`src/rtl/lsu_pkg.sv`:
```
// Shared types and constants for the load/store sequencer.
package lsu_pkg;

  localparam logic [2:0] F3_B  = 3'd0;
  localparam logic [2:0] F3_H  = 3'd1;
  localparam logic [2:0] F3_W  = 3'd2;
  localparam logic [2:0] F3_BU = 3'd4;
  localparam logic [2:0] F3_HU = 3'd5;

  typedef enum logic [2:0] {
    IDLE,
    RD,
    MERGE,
    WR,
    LRESP,
    DONE,
    ERR
  } lsu_state_t;

  function automatic logic f3_legal(input logic we, input logic [2:0] f3);
    logic ok;
    ok = (f3 == F3_B) || (f3 == F3_H) || (f3 == F3_W);
    if (!we) ok = ok || (f3 == F3_BU) || (f3 == F3_HU);
    return ok;
  endfunction

endpackage

```
`src/rtl/lsu_align.sv`:
```
// Combinational lane logic: load extract/extend and sub-word store merge.
module lsu_align
  import lsu_pkg::*;
(
  input  logic [31:0] word_i,
  input  logic [1:0]  off_i,
  input  logic [2:0]  f3_i,
  input  logic [31:0] wdata_i,
  output logic [31:0] load_o,
  output logic [31:0] merge_o
);

  logic [31:0] shifted;

  always_comb begin
    shifted = word_i >> {off_i, 3'b000};
    case (f3_i[1:0])
      2'b00:   load_o = f3_i[2] ? {24'b0, shifted[7:0]}
                                : {{24{shifted[7]}}, shifted[7:0]};
      2'b01:   load_o = f3_i[2] ? {16'b0, shifted[15:0]}
                                : {{16{shifted[15]}}, shifted[15:0]};
      default: load_o = word_i;
    endcase
  end

  always_comb begin
    merge_o = word_i;
    if (f3_i[1:0] == 2'b00)
      merge_o[{off_i, 3'b000} +: 8] = wdata_i[7:0];
    else if (f3_i[1:0] == 2'b01)
      merge_o[{off_i[1], 4'b0000} +: 16] = wdata_i[15:0];
  end

endmodule

```
`src/rtl/lsu_ctrl.sv`:
```
// Load/store sequencer between the core memory stage and a word-only data memory.
module lsu_ctrl
  import lsu_pkg::*;
#(
  parameter int unsigned MEM_WORDS = 4096
) (
  input  logic        clk,
  input  logic        rst_n,
  input  logic        req_valid,
  output logic        req_ready,
  input  logic        req_we,
  input  logic [2:0]  req_funct3,
  input  logic [31:0] req_addr,
  input  logic [31:0] req_wdata,
  output logic        resp_valid,
  output logic [31:0] resp_rdata,
  output logic        resp_err,
  output logic [31:0] mem_addr,
  output logic        mem_r_enable,
  output logic        mem_w_enable,
  output logic [31:0] mem_wdata,
  input  logic [31:0] mem_rdata
);

  lsu_state_t  state_q, state_d;
  logic        we_q, we_d;
  logic [2:0]  f3_q, f3_d;
  logic [31:0] addr_q, addr_d;
  logic [31:0] wdata_q, wdata_d;

  logic        accept;
  logic        req_err;
  logic        misaligned;
  logic        out_of_range;
  logic [31:0] load_data;
  logic [31:0] merge_data;

  assign accept = req_valid && (state_q == IDLE);

  always_comb begin
    misaligned   = ((req_funct3[1:0] == 2'b01) && req_addr[0]) ||
                   ((req_funct3[1:0] == 2'b10) && (req_addr[1:0] != 2'b00));
    out_of_range = (req_addr[31:2] >= 30'(MEM_WORDS));
    req_err      = !f3_legal(req_we, req_funct3) || misaligned || out_of_range;
  end

  always_ff @(posedge clk or negedge rst_n) begin
    if (!rst_n) begin
      state_q <= IDLE;
      we_q    <= 1'b0;
      f3_q    <= '0;
      addr_q  <= '0;
      wdata_q <= '0;
    end else begin
      state_q <= state_d;
      we_q    <= we_d;
      f3_q    <= f3_d;
      addr_q  <= addr_d;
      wdata_q <= wdata_d;
    end
  end

  always_comb begin
    state_d = state_q;
    we_d    = we_q;
    f3_d    = f3_q;
    addr_d  = addr_q;
    wdata_d = wdata_q;
    case (state_q)
      IDLE: begin
        if (accept) begin
          we_d    = req_we;
          f3_d    = req_funct3;
          addr_d  = req_addr;
          wdata_d = req_wdata;
          if (req_err)                           state_d = ERR;
          else if (req_we && req_funct3 == F3_W) state_d = WR;
          else                                   state_d = RD;
        end
      end
      RD:      state_d = we_q ? MERGE : LRESP;
      MERGE:   state_d = DONE;
      WR:      state_d = DONE;
      LRESP:   state_d = IDLE;
      DONE:    state_d = IDLE;
      ERR:     state_d = IDLE;
      default: state_d = IDLE;
    endcase
  end

  // Every output is a decode of registered state only, never of req_* inputs.
  always_comb begin
    req_ready    = (state_q == IDLE);
    mem_addr     = {addr_q[31:2], 2'b00};
    mem_r_enable = (state_q == RD);
    mem_w_enable = (state_q == MERGE) || (state_q == WR);
    mem_wdata    = '0;
    resp_valid   = (state_q == LRESP) || (state_q == DONE) || (state_q == ERR);
    resp_err     = (state_q == ERR);
    resp_rdata   = '0;
    if (state_q == MERGE) mem_wdata  = merge_data;
    if (state_q == WR)    mem_wdata  = wdata_q;
    if (state_q == LRESP) resp_rdata = load_data;
  end

  lsu_align u_align (
    .word_i  (mem_rdata),
    .off_i   (addr_q[1:0]),
    .f3_i    (f3_q),
    .wdata_i (wdata_q),
    .load_o  (load_data),
    .merge_o (merge_data)
  );

endmodule

```
`config.mk`:
```
export PLATFORM = sky130hd
export DESIGN_NAME = lsu_ctrl
export DESIGN_NICKNAME = d
export VERILOG_FILES = /design/src/rtl/lsu_pkg.sv /design/src/rtl/lsu_align.sv /design/src/rtl/lsu_ctrl.sv
export SDC_FILE = /design/constraint.sdc
export NUM_CORES = 1
export LEC_CHECK = 0
export ABC_AREA = 1
export ABC_CLOCK_PERIOD_IN_PS = 4510
export CAP_MARGIN = 25
export CORE_UTILIZATION = 50
export DETAILED_ROUTE_END_ITERATION = 8
export PLACE_DENSITY_LB_ADDON = 0.1
export SYNTH_ARGS = -nofsm -noshare
export SYNTH_HDL_FRONTEND = slang
export SYNTH_SLANG_ARGS = --single-unit
```
`constraint.sdc`:
```
create_clock -name clk -period 4.51 [get_ports clk]
set_clock_uncertainty 0.1 [all_clocks]
set_input_delay 0.902 -clock clk [delete_from_list [all_inputs] [get_ports clk]]
set_output_delay 0.902 -clock clk [all_outputs]
set_load 0.05 [all_outputs]
```
* Word level (Yosys, flattened, before mapping) *
Index checks and enable logic that the tools add are counted.

storage, ports and cells
  flip-flop bits (word level) = 71
  memories kept = 0
  logic and storage cells = 64
  RAM bits = 0
  bits of input ports = 103
  bits in latches = 0
  ROM bits = 0
  output and inout port bits = 101

operators by class
  reductions and logical operators = 21
  multiply operators = 0
  equality and inequality tests = 14
  $lt $le $gt $ge = 1
  div/mod/pow operators = 0
  bitwise logic cells = 0
  muxes and demuxes = 16
  shifts and indexed selects = 5
  add/sub/neg operators = 2

operator list
  kind                                                                      number
  32-bit two-way mux                                                        7
  32-bit bitwise mux                                                        2
  32-bit case mux with 2 select lines                                       1
  16-bit by 7-bit variable shift with 32-bit output (first input constant)  1
  8-bit by 7-bit variable shift with 32-bit output (first input constant)   1
  16-bit by 7-bit variable part select with 32-bit output                   1
  8-bit by 7-bit variable part select with 32-bit output                    1
  32-bit by 5-bit >> shifter with 16-bit output                             1
  30-bit by 13-bit >= comparator with 1-bit output (second input constant)  1
  3-bit equality test (second input constant)                               5
  5-bit negator with 7-bit output                                           2
  1-bit logical OR                                                          10
  3-bit by 2-bit equality test with 1-bit output (second input constant)    3
  3-bit two-way mux                                                         3
  3-bit case mux with 3 select lines                                        1
  3-bit by 1-bit equality test with 1-bit output (second input constant)    2
  3-bit zero test                                                           2
  2-bit by 1-bit equality test with 1-bit output (second input constant)    2
  1-bit logical AND                                                         4
  2-bit equality test (second input constant)                               1
  2-bit zero test                                                           1
  2-bit two-way mux                                                         1
  2-bit by 1-bit inequality test with 1-bit output (second input constant)  1
  2-bit AND reduction                                                       1
  4 further kinds                                                           4

* Logic depth before layout (Yosys ltp) *
Gate-level depths: netlist (run 1).

  word-level depth = 12
  depth in mapped cells = 10
  gate-level depth less buffers = 8

* Cells and area by module *
A second synthesis (run 1) with hierarchy kept.

unflattened totals
  cells, all modules = 961
  area, all modules = 6,258.5 sq um

modules (own cells, without submodules)
  module     cells an instance  times used  seq. area each (sq um)  area each (sq um)
  lsu_ctrl   461                1           1,776.7                 3,991.3
  lsu_align  500                1           0.0                     2,267.2

* Least setup slack after synthesis (run 1) *
No wires, ideal clock.

  kind = reg-to-output
  start = reg addr_q[0]
  end = out mem_wdata[24]
  arrival time = 2,523 ps
  buffers on the path = 2
  data required time = 3,508 ps
  setup slack = 985 ps
  stages on the path, launching flop included = 9
  path through = dfrtp_1 > inv_2 > buf_1 > ha_1 > or2_0 > clkbuf_1 > o21ai_0 > nand2_1 > o22ai_1

between the ends
  word-level cells in the longest chain between the ends = 6
  elaborated cells on any way between the ends = 7
  classes of those cells = add/sub: 1; shift: 2; mux: 4

RTL lines
  element                                                                                                                            line             source
  start, declared                                                                                                                    lsu_ctrl.sv:28   logic [31:0] addr_q, addr_d;
  start signal, assigned                                                                                                             lsu_ctrl.sv:58   addr_q <= addr_d;
  5-bit negator with 7-bit output (*)                                                                                                lsu_align.sv:29  merge_o[{off_i, 3'b000} +: 8] = wdata_i[7:0];
  8-bit by 7-bit variable part select with 32-bit output / 8-bit by 7-bit variable shift with 32-bit output (equally long branches)  lsu_align.sv:29
  32-bit bitwise mux (*)                                                                                                             lsu_align.sv:29
  32-bit two-way mux (*)                                                                                                             lsu_align.sv:28  if (f3_i[1:0] == 2'b00)
  32-bit two-way mux (*)                                                                                                             lsu_ctrl.sv:101  if (state_q == MERGE) mem_wdata = merge_data;
  32-bit two-way mux (*)                                                                                                             lsu_ctrl.sv:102  if (state_q == WR) mem_wdata = wdata_q;
  end, declared                                                                                                                      lsu_ctrl.sv:21   output logic [31:0] mem_wdata,

Mark *: on every way between the ends. The rest lies on a longest branch, timed or not.

* Final worst setup path (run 1) *
  start = in mem_rdata[23]
  end = out resp_rdata[15]

between the ends
  word-level cells in the longest chain between the ends = 4
  elaborated cells on any way between the ends = 5
  classes of those cells = shift: 1; mux: 4

RTL lines
  element                                            line                              source
  start, declared                                    lsu_ctrl.sv:22                    input logic [31:0] mem_rdata
  32-bit by 5-bit >> shifter with 16-bit output (*)  lsu_align.sv:16                   shifted = word_i >> {off_i, 3'b000};
  32-bit two-way mux, on equally long branches       lsu_align.sv:20, lsu_align.sv:18
  32-bit case mux with 2 select lines (*)            lsu_align.sv:17                   case (f3_i[1:0])
  32-bit two-way mux (*)                             lsu_ctrl.sv:103                   if (state_q == LRESP) resp_rdata = load_data;
  end, declared                                      lsu_ctrl.sv:16                    output logic [31:0] resp_rdata,

Marked as above.

==> results of run 1 <==
[how the worst max path moves through the flow]
stage                     startpoint        endpoint  slack, ns  cells past startpoint
6_report               mem_rdata[23]  resp_rdata[15]       0.46                      8
5_1_grt        addr_q[1]$_DFFE_PN0P_   resp_rdata[6]       0.25                      5
4_1_cts        addr_q[1]$_DFFE_PN0P_   resp_rdata[6]       0.46                      5
3_5_place_dp           mem_rdata[23]  resp_rdata[15]       0.47                      8
3_3_place_gp           mem_rdata[23]  resp_rdata[15]       0.49                      8
2_1_floorplan  addr_q[0]$_DFFE_PN0P_   mem_wdata[24]       0.98                      8
[layer usage]
metal | track usage | share of wire
met5 | 0 | 0
met4 | 0.134 | 0.029
met3 | 0.0741 | 0.082
met2 | 0.542 | 0.50
met1 | 0.379 | 0.39
[worst min-delay path, stage by stage, from the launching register on]
cell,delay (ns)
dfrtp_1,0.34
nand2_1,0.05
o21ai_0,0.05
[kinds of logic (layout without fill, tap and decap cells)]
kind of cell             count (synthesis)  after routing  synth area share
AO/OA/AOI/OAI                          239            239             0.243
adder cells (fa/ha/maj)                  5              5            0.0109
buffers and inverters                  162            310             0.155
flip-flops                              71             71             0.311
multiplexers                            19             19            0.0499
other                                    1              2          0.000656
AND/OR/NAND/NOR                        284            284             0.230
[flip-flops by register name (all words and copies together) (netlist names)]
signal / cells
we_q: 1
addr_q: 32
f3_q: 3
state_q: 3
wdata_q: 32
[cells in the final DEF, fill, tap and decap left out, types with 2 or more instances in the layout]
cell type,count
nor2_4,12
nor2_2,2
inv_1,71
o211ai_1,16
a21oi_2,30
o22ai_1,16
ha_1,5
buf_4,61
mux2_4,19
o21ai_1,26
o21ai_0,66
nand3_2,4
dfrtp_1,71
clkdlybuf4s50_1,152
inv_2,7
o31ai_1,7
inv_4,2
nand2_2,2
conb_1,2
clkinv_4,2
nand3_1,52
a21oi_1,78
clkbuf_16,9
nand3_4,3
nand2_1,117
nor2_1,89
[synthesized netlist by cell type, types with 2 or more instances]
library cell / n
a21oi_1: 78
a21oi_2: 30
buf_1: 3
buf_2: 17
buf_4: 37
buf_6: 13
clkbuf_1: 11
dfrtp_1: 71
ha_1: 5
inv_1: 71
inv_2: 7
inv_4: 2
mux2_4: 19
nand2_1: 117
nand2_2: 2
nand3_1: 52
nand3_2: 4
nand3_4: 3
nor2_1: 89
nor2_2: 2
nor2_4: 12
o211ai_1: 16
o21ai_0: 66
o21ai_1: 26
o22ai_1: 16
o31ai_1: 7
[report_power, final]
part | total (mW) | internal, mW | switching (mW)
Combinational | 4.68 | 1.49 | 3.20
Sequential | 1.19 | 0.944 | 0.248
Clock | 0.721 | 0.431 | 0.290
[area by class of cell]
cell class / instances / area share
multi-input cells: 549 / 0.402
clock buffers: 10 / 0.0301
clock inverters: 6 / 0.00904
repair buffers: 214 / 0.263
well taps: 140 / 0.0230
flip-flops and latches: 71 / 0.233
inverters: 80 / 0.0401
==> run summary, run 1 <==
Reg2Reg Depth: 7
CTS max path bufs: 2
Total power: 6.60 mW
Top post-synthesis cells by area: dfrtp_1, nand2_1, a21oi_1
Worst setup margin: 0.456 ns
IO Pins: 204
Placement Cell Area: 0.00731 mm²
Worst r2r src: state_q[1]$_DFFE_PN0P_
Min Hold Slack: 0.384 ns
Cts hold-fix bufs: 0
Setup bufs post-CTS: 0
Initial Utilization: 0.520
Initial antenna violation count: 0
Worst-margin pin slew: 0.982 ns
Number of global-route vias before repair: 5,707
Routed len/inst: 17.2 µm
Clk_lat worst skew: 0.34 ns
Critical path launch point type: input port
Gates resized, CTS repair: 0
Filler cells: 969
Peak VDD IR: 0.541 mV
Data required, critical path: 3.51 ns
Drt pass-1 iters: 5
Hold Path Class: reg2reg
R2R setup slack: 2.24 ns
DPL Wire Length: 13.4 mm
PD cells: 867 mW/mm²
CP max FO: 8
Yosys warns: 0
Unrepaired setup endpoints after global routing: no
Max-slew headroom: 0.344
Critical Path AT: 3.05 ns
Placer Congestion: 0.939
Final period utilization: 0.899
Die W: 109 µm
IO buf count: 201
Hold violation count in the final report: 0
Final setup violation count: 0
Ant diodes: 0
Final TNS setup: 0 ns
Post-synth top area share: 0.311
Die Area: 0.0119 mm²
DRC viols: 0
Setup crit end kind: output port
CP Cell Sequence: clkdlybuf4s50_1 -> nand2_1 -> nand3_2 -> nand3_4 -> nand3_2 -> o21ai_0 -> nor2_1 -> clkdlybuf4s50_1
Area Growth Syn to Fin: 33.1%
Cell variety after synth: 31
Placed insts: 1,054
Dpl ws: 0.474 ns
Crit path largest cell delay: 0.82 ns
TritonCTS Buffers: 9
Post-synthesis sequential area ratio: 0.311
Fin cells: 1,070
Setup Crit Path Kind: in2out
1st-iter DRT viols: 551
Dominant cell type by area after synthesis: dfrtp_1
Post-synthesis cell area: 0.00572 mm²
Worst Hold Path EP: addr_q[21]$_DFFE_PN0P_
Syn avg cell area: 7.32 µm²
Root buf cell: clkbuf_16
Worst Min Path Start: addr_q[21]$_DFFE_PN0P_
Leakage: 3.53 nW
First-pass GRT wire length: 28.6 mm
Min Tclk post-route: 4.05 ns
Routed WL: 18.4 mm
Run status: finished clean
Antenna Violating Nets Remaining: 0
Gr usage total: 0.317
CTS Sinks: 71
Area of the core: 0.0110 mm²
Slew Viols, Final: 0
EDFF count, synth: 0
MaxCap Viol Count: 0
Critical path's slowest cell: clkdlybuf4s50_1
Max Fclk: 0.247 GHz
Async SR Flop Fraction: 1.00
Register area: 0.00178 mm²
Std cell rows: 38
Share of cells above drive strength 1: 0.172
Hold Path Stages: 2
R2R Path End: wdata_q[15]$_DFFE_PN0P_
Worst-path clk slew: 0.06 ns
Core Util, Final: 0.693
Overflow after GRT: 0
Vias: 5,911
Largest net degree at the start of global routing: 80
Final instance area: 0.00761 mm²
Die Span Y: 109 µm
CP bufs+invs: 2
Main flop type after synthesis: dfrtp_1
Gate Count Post-Synth: 781
Area of the multi-input gates: 0.00306 mm²
Nets: 1,033
Family with the most delay on the worst path: buffers and inverters
CTS tree: yes
Synth Register Bits: 71
Vias/cell: 5.52
H-tree depth: 3
Power figures use the tool's default switching activity.
==> inputs of run 2 (changes only) <==
--- a/config.mk
+++ b/config.mk
@@ -8,7 +8,10 @@
 export ABC_AREA = 1
 export ABC_CLOCK_PERIOD_IN_PS = 4510
 export CAP_MARGIN = 25
-export CORE_UTILIZATION = 50
+export CELL_PAD_IN_SITES_DETAIL_PLACEMENT = 1
+export CELL_PAD_IN_SITES_GLOBAL_PLACEMENT = 1
+export CORE_MARGIN = 4
+export CORE_UTILIZATION = 35
 export DETAILED_ROUTE_END_ITERATION = 8
 export PLACE_DENSITY_LB_ADDON = 0.1
 export SYNTH_ARGS = -nofsm -noshare
==> run 2 against run 1 <==
Compared with the run above:
- via count increased by 1.7%
- final cell count is 7.0% higher
- maximum frequency shrank 0.30%
- sequential share of layout area shrank 0.38 points
- combinational power is 2% higher
- critical endpoint is now resp_rdata[5]
==> run summary, run 2 (same netlist as run 1, synthesis figures left out) <==
Most common cell after layout, fill and taps aside: clkdlybuf4s50_1
Initial antenna violation count: 1 (+1)
Top flop regs: addr_q x32, wdata_q x32
Largest net degree at the start of global routing: 84 (+5.0%)
Final TNS setup: 0 ns (unchanged)
Share of cells above drive strength 1: 0.173 (+0.00126)
PD cells: 879 mW/mm² (+1.4%)
CTS max path bufs: 2 (unchanged)
Std cell rows: 46 (+21%)
Leakage: 3.54 nW (+0.34%)
Area Growth Syn to Fin: 35.4%
Most frequent cells in the layout: clkdlybuf4s50_1, nand2_1, nor2_1
Initial Utilization: 0.358 (-0.162)
Final instance area: 0.00774 mm² (+1.7%)
Area of the multi-input gates: 0.00306 mm² (unchanged)
Worst-margin pin slew: 0.918 ns (-0.0644 ns)
Placer Congestion: 0.884 (-5.9%)
CTS Sinks: 71 (unchanged)
Setup crit end kind: output port
Run status: finished clean
Routed WL: 23.0 mm (+25%)
Register area: 0.00178 mm² (unchanged)
CP max FO: 21 (+13)
Vias: 6,013 (+1.7%)
Unrepaired setup endpoints after global routing: no
Die Area: 0.0184 mm² (+55%)
First-pass GRT wire length: 35.9 mm (+25%)
DRC viols: 0 (unchanged)
IO buf count: 201 (unchanged)
Hold violation count in the final report: 0 (unchanged)
H-tree depth: 3 (unchanged)
Vias/cell: 5.25 (-4.9%)
Ant diodes: 0 (unchanged)
Gr usage total: 0.252 (-0.0649)
Final setup violation count: 0 (unchanged)
R2R Path End: addr_q[10]$_DFFE_PN0P_
Max-slew headroom: 0.388 (+0.0435)
Routed len/inst: 20.1 µm (+17%)
Drt pass-1 iters: 4 (-1)
Final period utilization: 0.902 (+0.00269)
Cts hold-fix bufs: 0 (unchanged)
MaxCap Viol Count: 0 (unchanged)
Placement Cell Area: 0.00739 mm² (+1.1%)
Setup bufs post-CTS: 0 (unchanged)
Antenna Violating Nets Remaining: 0 (unchanged)
Clk_lat worst skew: 0.34 ns (about the same)
Min Hold Slack: 0.390 ns (+0.00599 ns)
Critical Path AT: 3.06 ns (about the same)
Peak VDD IR: 0.443 mV (-18%)
Slew Viols, Final: 0 (unchanged)
R2R setup slack: 2.38 ns (+0.14 ns)
Critical path launch point type: flip-flop
Hold Path Class: in2async
Number of global-route vias before repair: 6,362 (+11%)
Overflow after GRT: 0 (unchanged)
Setup Crit Path Kind: reg2out
Gates resized, CTS repair: 0 (unchanged)
IO Pins: 204 (unchanged)
CTS tree: yes
Max Fclk: 0.246 GHz (-0.30%)
Die Span Y: 136 µm (+25%)
Reg2Reg Depth: 6 (-1)
Filler cells: 1,971 (+100%)
DPL Wire Length: 17.6 mm (+31%)
TritonCTS Buffers: 9 (unchanged)
Worst r2r src: state_q[1]$_DFFE_PN0P_
Die W: 136 µm (+25%)
Area of the core: 0.0159 mm² (+45%)
Nets: 1,032 (-0.097%)
Worst-path clk slew: 0.07 ns (about the same)
Root buf cell: clkbuf_16
Min Tclk post-route: 4.07 ns (+0.0121 ns)
1st-iter DRT viols: 380 (-31%)
Data required, critical path: 3.51 ns (about the same)
run 2: worst max-delay path: stages, from the launching register on:
cell             delay (ns)
dfrtp_1                0.94
inv_4                  0.12
a21oi_1                0.39
o21ai_0                0.24
a21oi_1                0.19
clkdlybuf4s50_1        0.84
run 2: how the worst max path moves through the flow:
stage / from / endpoint / slack (ns) / cells after the start
final: addr_q[1]$_DFFE_PN0P_ / resp_rdata[5] / 0.44 / 5
after CTS: addr_q[1]$_DFFE_PN0P_ / resp_rdata[5] / 0.44 / 5
after floorplan: addr_q[0]$_DFFE_PN0P_ / mem_wdata[24] / 0.98 / 8
after global routing: addr_q[1]$_DFFE_PN0P_ / mem_wdata[7] / 0.15 / 8
after detailed placement: mem_rdata[31] / resp_rdata[9] / 0.52 / 8
after global placement: mem_rdata[31] / resp_rdata[14] / 0.58 / 8
run 2: area by class of cell:
type / count / area share
timing repair buffer: 213 / 0.259
clock inverter: 7 / 0.0131
tap: 216 / 0.0349
sequential: 71 / 0.230
multi-input combinational: 549 / 0.395
inverter: 80 / 0.0395
clock buffer: 9 / 0.0291
run 2: report_power, final:
part,total [mW],internal [mW],leakage [nW],switching (mW)
Combinational,4.78,1.47,2.57,3.31
Sequential,1.20,0.943,0.816,0.260
Clock,0.813,0.491,0.153,0.322
run 2: metal layers:
layer  vias to the layer above  part of all wire  routed length, µm  global-route usage
li1                       2847                 -                  -                   -
met1                      2928              0.43               9830               0.329
met2                       207              0.48              11200               0.422
met3                        29             0.065               1480              0.0535
met4                         2             0.023                520              0.0711
met5                         -           0.00052                 12                   0
run 2: metrics by stage:
stage	instances	utilization	setup WS (ns)	total power, mW
final	1145	0.485	0.444	6.80
after global routing	1145	0.485	0.151	7.23
after CTS	1144	0.484	0.445	6.84
after detailed placement	1128	0.464	0.519	6.00
after global placement	1128	0.464	0.575	5.89
after floorplan	782	-	0.985	4.81
==> inputs of run 3 (changes only) <==
--- a/config.mk
+++ b/config.mk
@@ -6,12 +6,12 @@
 export NUM_CORES = 1
 export LEC_CHECK = 0
 export ABC_AREA = 1
-export ABC_CLOCK_PERIOD_IN_PS = 4510
+export ABC_CLOCK_PERIOD_IN_PS = 4300
 export CAP_MARGIN = 25
 export CELL_PAD_IN_SITES_DETAIL_PLACEMENT = 1
 export CELL_PAD_IN_SITES_GLOBAL_PLACEMENT = 1
 export CORE_MARGIN = 4
-export CORE_UTILIZATION = 35
+export CORE_UTILIZATION = 32
 export DETAILED_ROUTE_END_ITERATION = 8
 export PLACE_DENSITY_LB_ADDON = 0.1
 export SYNTH_ARGS = -nofsm -noshare
==> constraint.sdc (replaced) <==
create_clock -name clk -period 4.3 [get_ports clk]
set_clock_uncertainty 0.1 [all_clocks]
set_input_delay 0.86 -clock clk [delete_from_list [all_inputs] [get_ports clk]]
set_output_delay 0.86 -clock clk [all_outputs]
set_load 0.05 [all_outputs]
==> run 3 against run 2 <==
Compared with the run above:
- setup slack better by 0.0064 ns
- combinational power rose by 18%
- critical path depth increased by 3
- non-clock buffer count increased by 7
- sequential share of layout area decreased by 1.7 points
- clock-buffer cell count grew 1
- sequential power about the same
- core utilization fell by 0.53 points
- sequential cell count unchanged
- via count decreased by 0.91%
- die area rose by 8.8%
- wire length grew 0.36%
==> run summary, run 3 (same netlist as run 1, synthesis figures left out) <==
Setup Crit Path Kind: reg2out
Antenna Violating Nets Remaining: 0 (unchanged)
Register area: 0.00178 mm² (unchanged)
Family with the most delay on the worst path: buffers and inverters
Final setup violation count: 0 (unchanged)
Most frequent cells in the layout: clkdlybuf4s50_1, nand2_1, nor2_1
Routed WL: 23.1 mm (+0.36%)
Drt pass-1 iters: 4 (unchanged)
Worst-margin pin slew: 0.621 ns (-0.297 ns)
Run status: finished clean
Reg2Reg Depth: 7 (+1)
Critical path launch point type: flip-flop
Cts hold-fix bufs: 0 (unchanged)
Nets: 1,039 (+0.68%)
Final TNS setup: 0 ns (unchanged)
Hold violation count in the final report: 0 (unchanged)
Area of the multi-input gates: 0.00306 mm² (+0.20%)
DPL Wire Length: 18.1 mm (+3.1%)
Routed len/inst: 19.9 µm (-1.0%)
Largest net degree at the start of global routing: 75 (-11%)
Critical path's slowest cell: clkdlybuf4s50_1
Min Tclk post-route: 3.85 ns
Final instance area: 0.00836 mm² (+8.1%)
Vias/cell: 5.13 (-2.3%)
CP bufs+invs: 3 (+1)
Setup bufs post-CTS: 0 (unchanged)
Initial Utilization: 0.328 (-0.0303)
CP Cell Sequence: inv_4 -> nand3_2 -> a21oi_1 -> a21oi_1 -> nand3_1 -> nand2_1 -> inv_1 -> clkdlybuf4s50_1
Top flop regs: addr_q x32, wdata_q x32
Ant diodes: 0 (unchanged)
CTS max path bufs: 2 (unchanged)
Die W: 142 µm (+4.3%)
TritonCTS Buffers: 9 (unchanged)
Leakage: 3.69 nW (+4.3%)
First-pass GRT wire length: 36.4 mm (+1.5%)
Gates resized, CTS repair: 0 (unchanged)
MaxCap Viol Count: 0 (unchanged)
CTS tree: yes
Clk_lat worst skew: 0.33 ns (about the same)
Area Growth Syn to Fin: 46.3%
Most common cell after layout, fill and taps aside: clkdlybuf4s50_1
Overflow after GRT: 0 (unchanged)
Placement Cell Area: 0.00806 mm² (+9.0%)
H-tree depth: 3 (unchanged)
Hold Path Class: in2async
Dpl ws: 0.484 ns (-0.0352 ns)
Gr usage total: 0.230 (-0.0223)
Critical Path AT: 2.89 ns (-0.17 ns)
Area of the core: 0.0174 mm² (+9.2%)
Final period utilization: 0.895
Filler cells: 2,113 (+7.2%)
Worst setup margin: 0.450 ns (+0.00638 ns)
Max-slew headroom: 0.586 (+0.198)
DRC viols: 0 (unchanged)
Worst path depth: 8 (+3)
Slew Viols, Final: 0 (unchanged)
Unrepaired setup endpoints after global routing: no
Die Span Y: 142 µm (+4.3%)
Data required, critical path: 3.34 ns (-0.17 ns)
CP max FO: 39 (+86%)
Placer Congestion: 0.898 (+1.5%)
Peak VDD IR: 0.448 mV (+1.2%)
Die Area: 0.0201 mm² (+8.8%)
1st-iter DRT viols: 246 (-35%)
PD cells: 906 mW/mm² (+3.1%)
Vias: 5,958 (-0.91%)
CTS Sinks: 71 (unchanged)
IO buf count: 201 (unchanged)
Crit path largest cell delay: 0.79 ns (-0.15 ns)
Critical path's most frequent cell: a21oi_1
Max Fclk: 0.260 GHz
Std cell rows: 48 (+4.3%)
Number of global-route vias before repair: 6,371 (+0.14%)
Setup crit end kind: output port
Share of cells above drive strength 1: 0.178 (+0.00511)
IO Pins: 204 (unchanged)
Initial antenna violation count: 0 (-1)
Worst-path clk slew: 0.06 ns (about the same)
Root buf cell: clkbuf_16
Total power: 7.57 mW (+11%)
==> run 3: cell count changes in the layout (fill, tap and decap cells not counted), sizes merged <==
cell | previous run | this run
inv | 83 | 81
clkinv | 0 | 2
buf | 62 | 69
bufinv | 2 | 0
clkinvlp | 2 | 3
clkbuf | 9 | 10
==> run 3: final cells by class <==
class	count	share of cell area
clock inverters	6	0.00539
flip-flops and latches	71	0.213
well taps	225	0.0337
clock buffers	10	0.0274
inverters	80	0.0365
multi-input cells	549	0.366
repair buffers	220	0.318
==> run 3: worst paths after layout <==
| path | from | endpoint | slack, ns |
|---|---|---|---|
| min in group clk | addr_q[18]$_DFFE_PN0P_ | addr_q[18]$_DFFE_PN0P_ | 0.39 |
| worst max register to register | state_q[2]$_DFFE_PN0P_ | wdata_q[7]$_DFFE_PN0P_ | 2.15 |
| worst max-delay path | f3_q[1]$_DFFE_PN0P_ | resp_rdata[11] | 0.45 |
| worst min register to register | addr_q[18]$_DFFE_PN0P_ | addr_q[18]$_DFFE_PN0P_ | 0.39 |
| worst min-delay path | rst_n | addr_q[15]$_DFFE_PN0P_ | 0.32 |
| max in group asynchronous | rst_n | addr_q[4]$_DFFE_PN0P_ | 3.23 |
==> run 3: layer usage <==
metal | global-route usage | part of all wire | vias to the layer above | routed length (µm)
li1 | - | - | 2858 | -
met1 | 0.294 | 0.42 | 2892 | 9790
met2 | 0.396 | 0.50 | 186 | 11500
met3 | 0.0428 | 0.054 | 22 | 1240
met4 | 0.0641 | 0.022 | 0 | 512
met5 | 0 | 0 | - | 0
==> run 3: metrics by stage <==
stage | utilization | hold slack (ns) | cells
after floorplan | - | 0.354 | 782
final | 0.480 | 0.316 | 1161
after global routing | 0.480 | 0.314 | 1161
after global placement | 0.463 | 0.369 | 1144
after CTS | 0.478 | 0.395 | 1160
after detailed placement | 0.463 | 0.377 | 1144
==> run 3: worst reg2reg max path, delay by kind of cell, from the launching register on <==
family,cells,cell delay (ns)
buffers and inverters,2,0.51
AO/OA/AOI/OAI,1,0.05
AND/OR/NAND/NOR,4,0.90
flip-flops,1,0.45
==> run 3: report_power, final <==
| part | internal [mW] | switching, mW | total [mW] |
|---|---|---|---|
| Sequential | 0.990 | 0.236 | 1.23 |
| Clock | 0.392 | 0.295 | 0.687 |
| Combinational | 2.03 | 3.63 | 5.66 |
| Total | 3.41 | 4.16 | 7.57 |
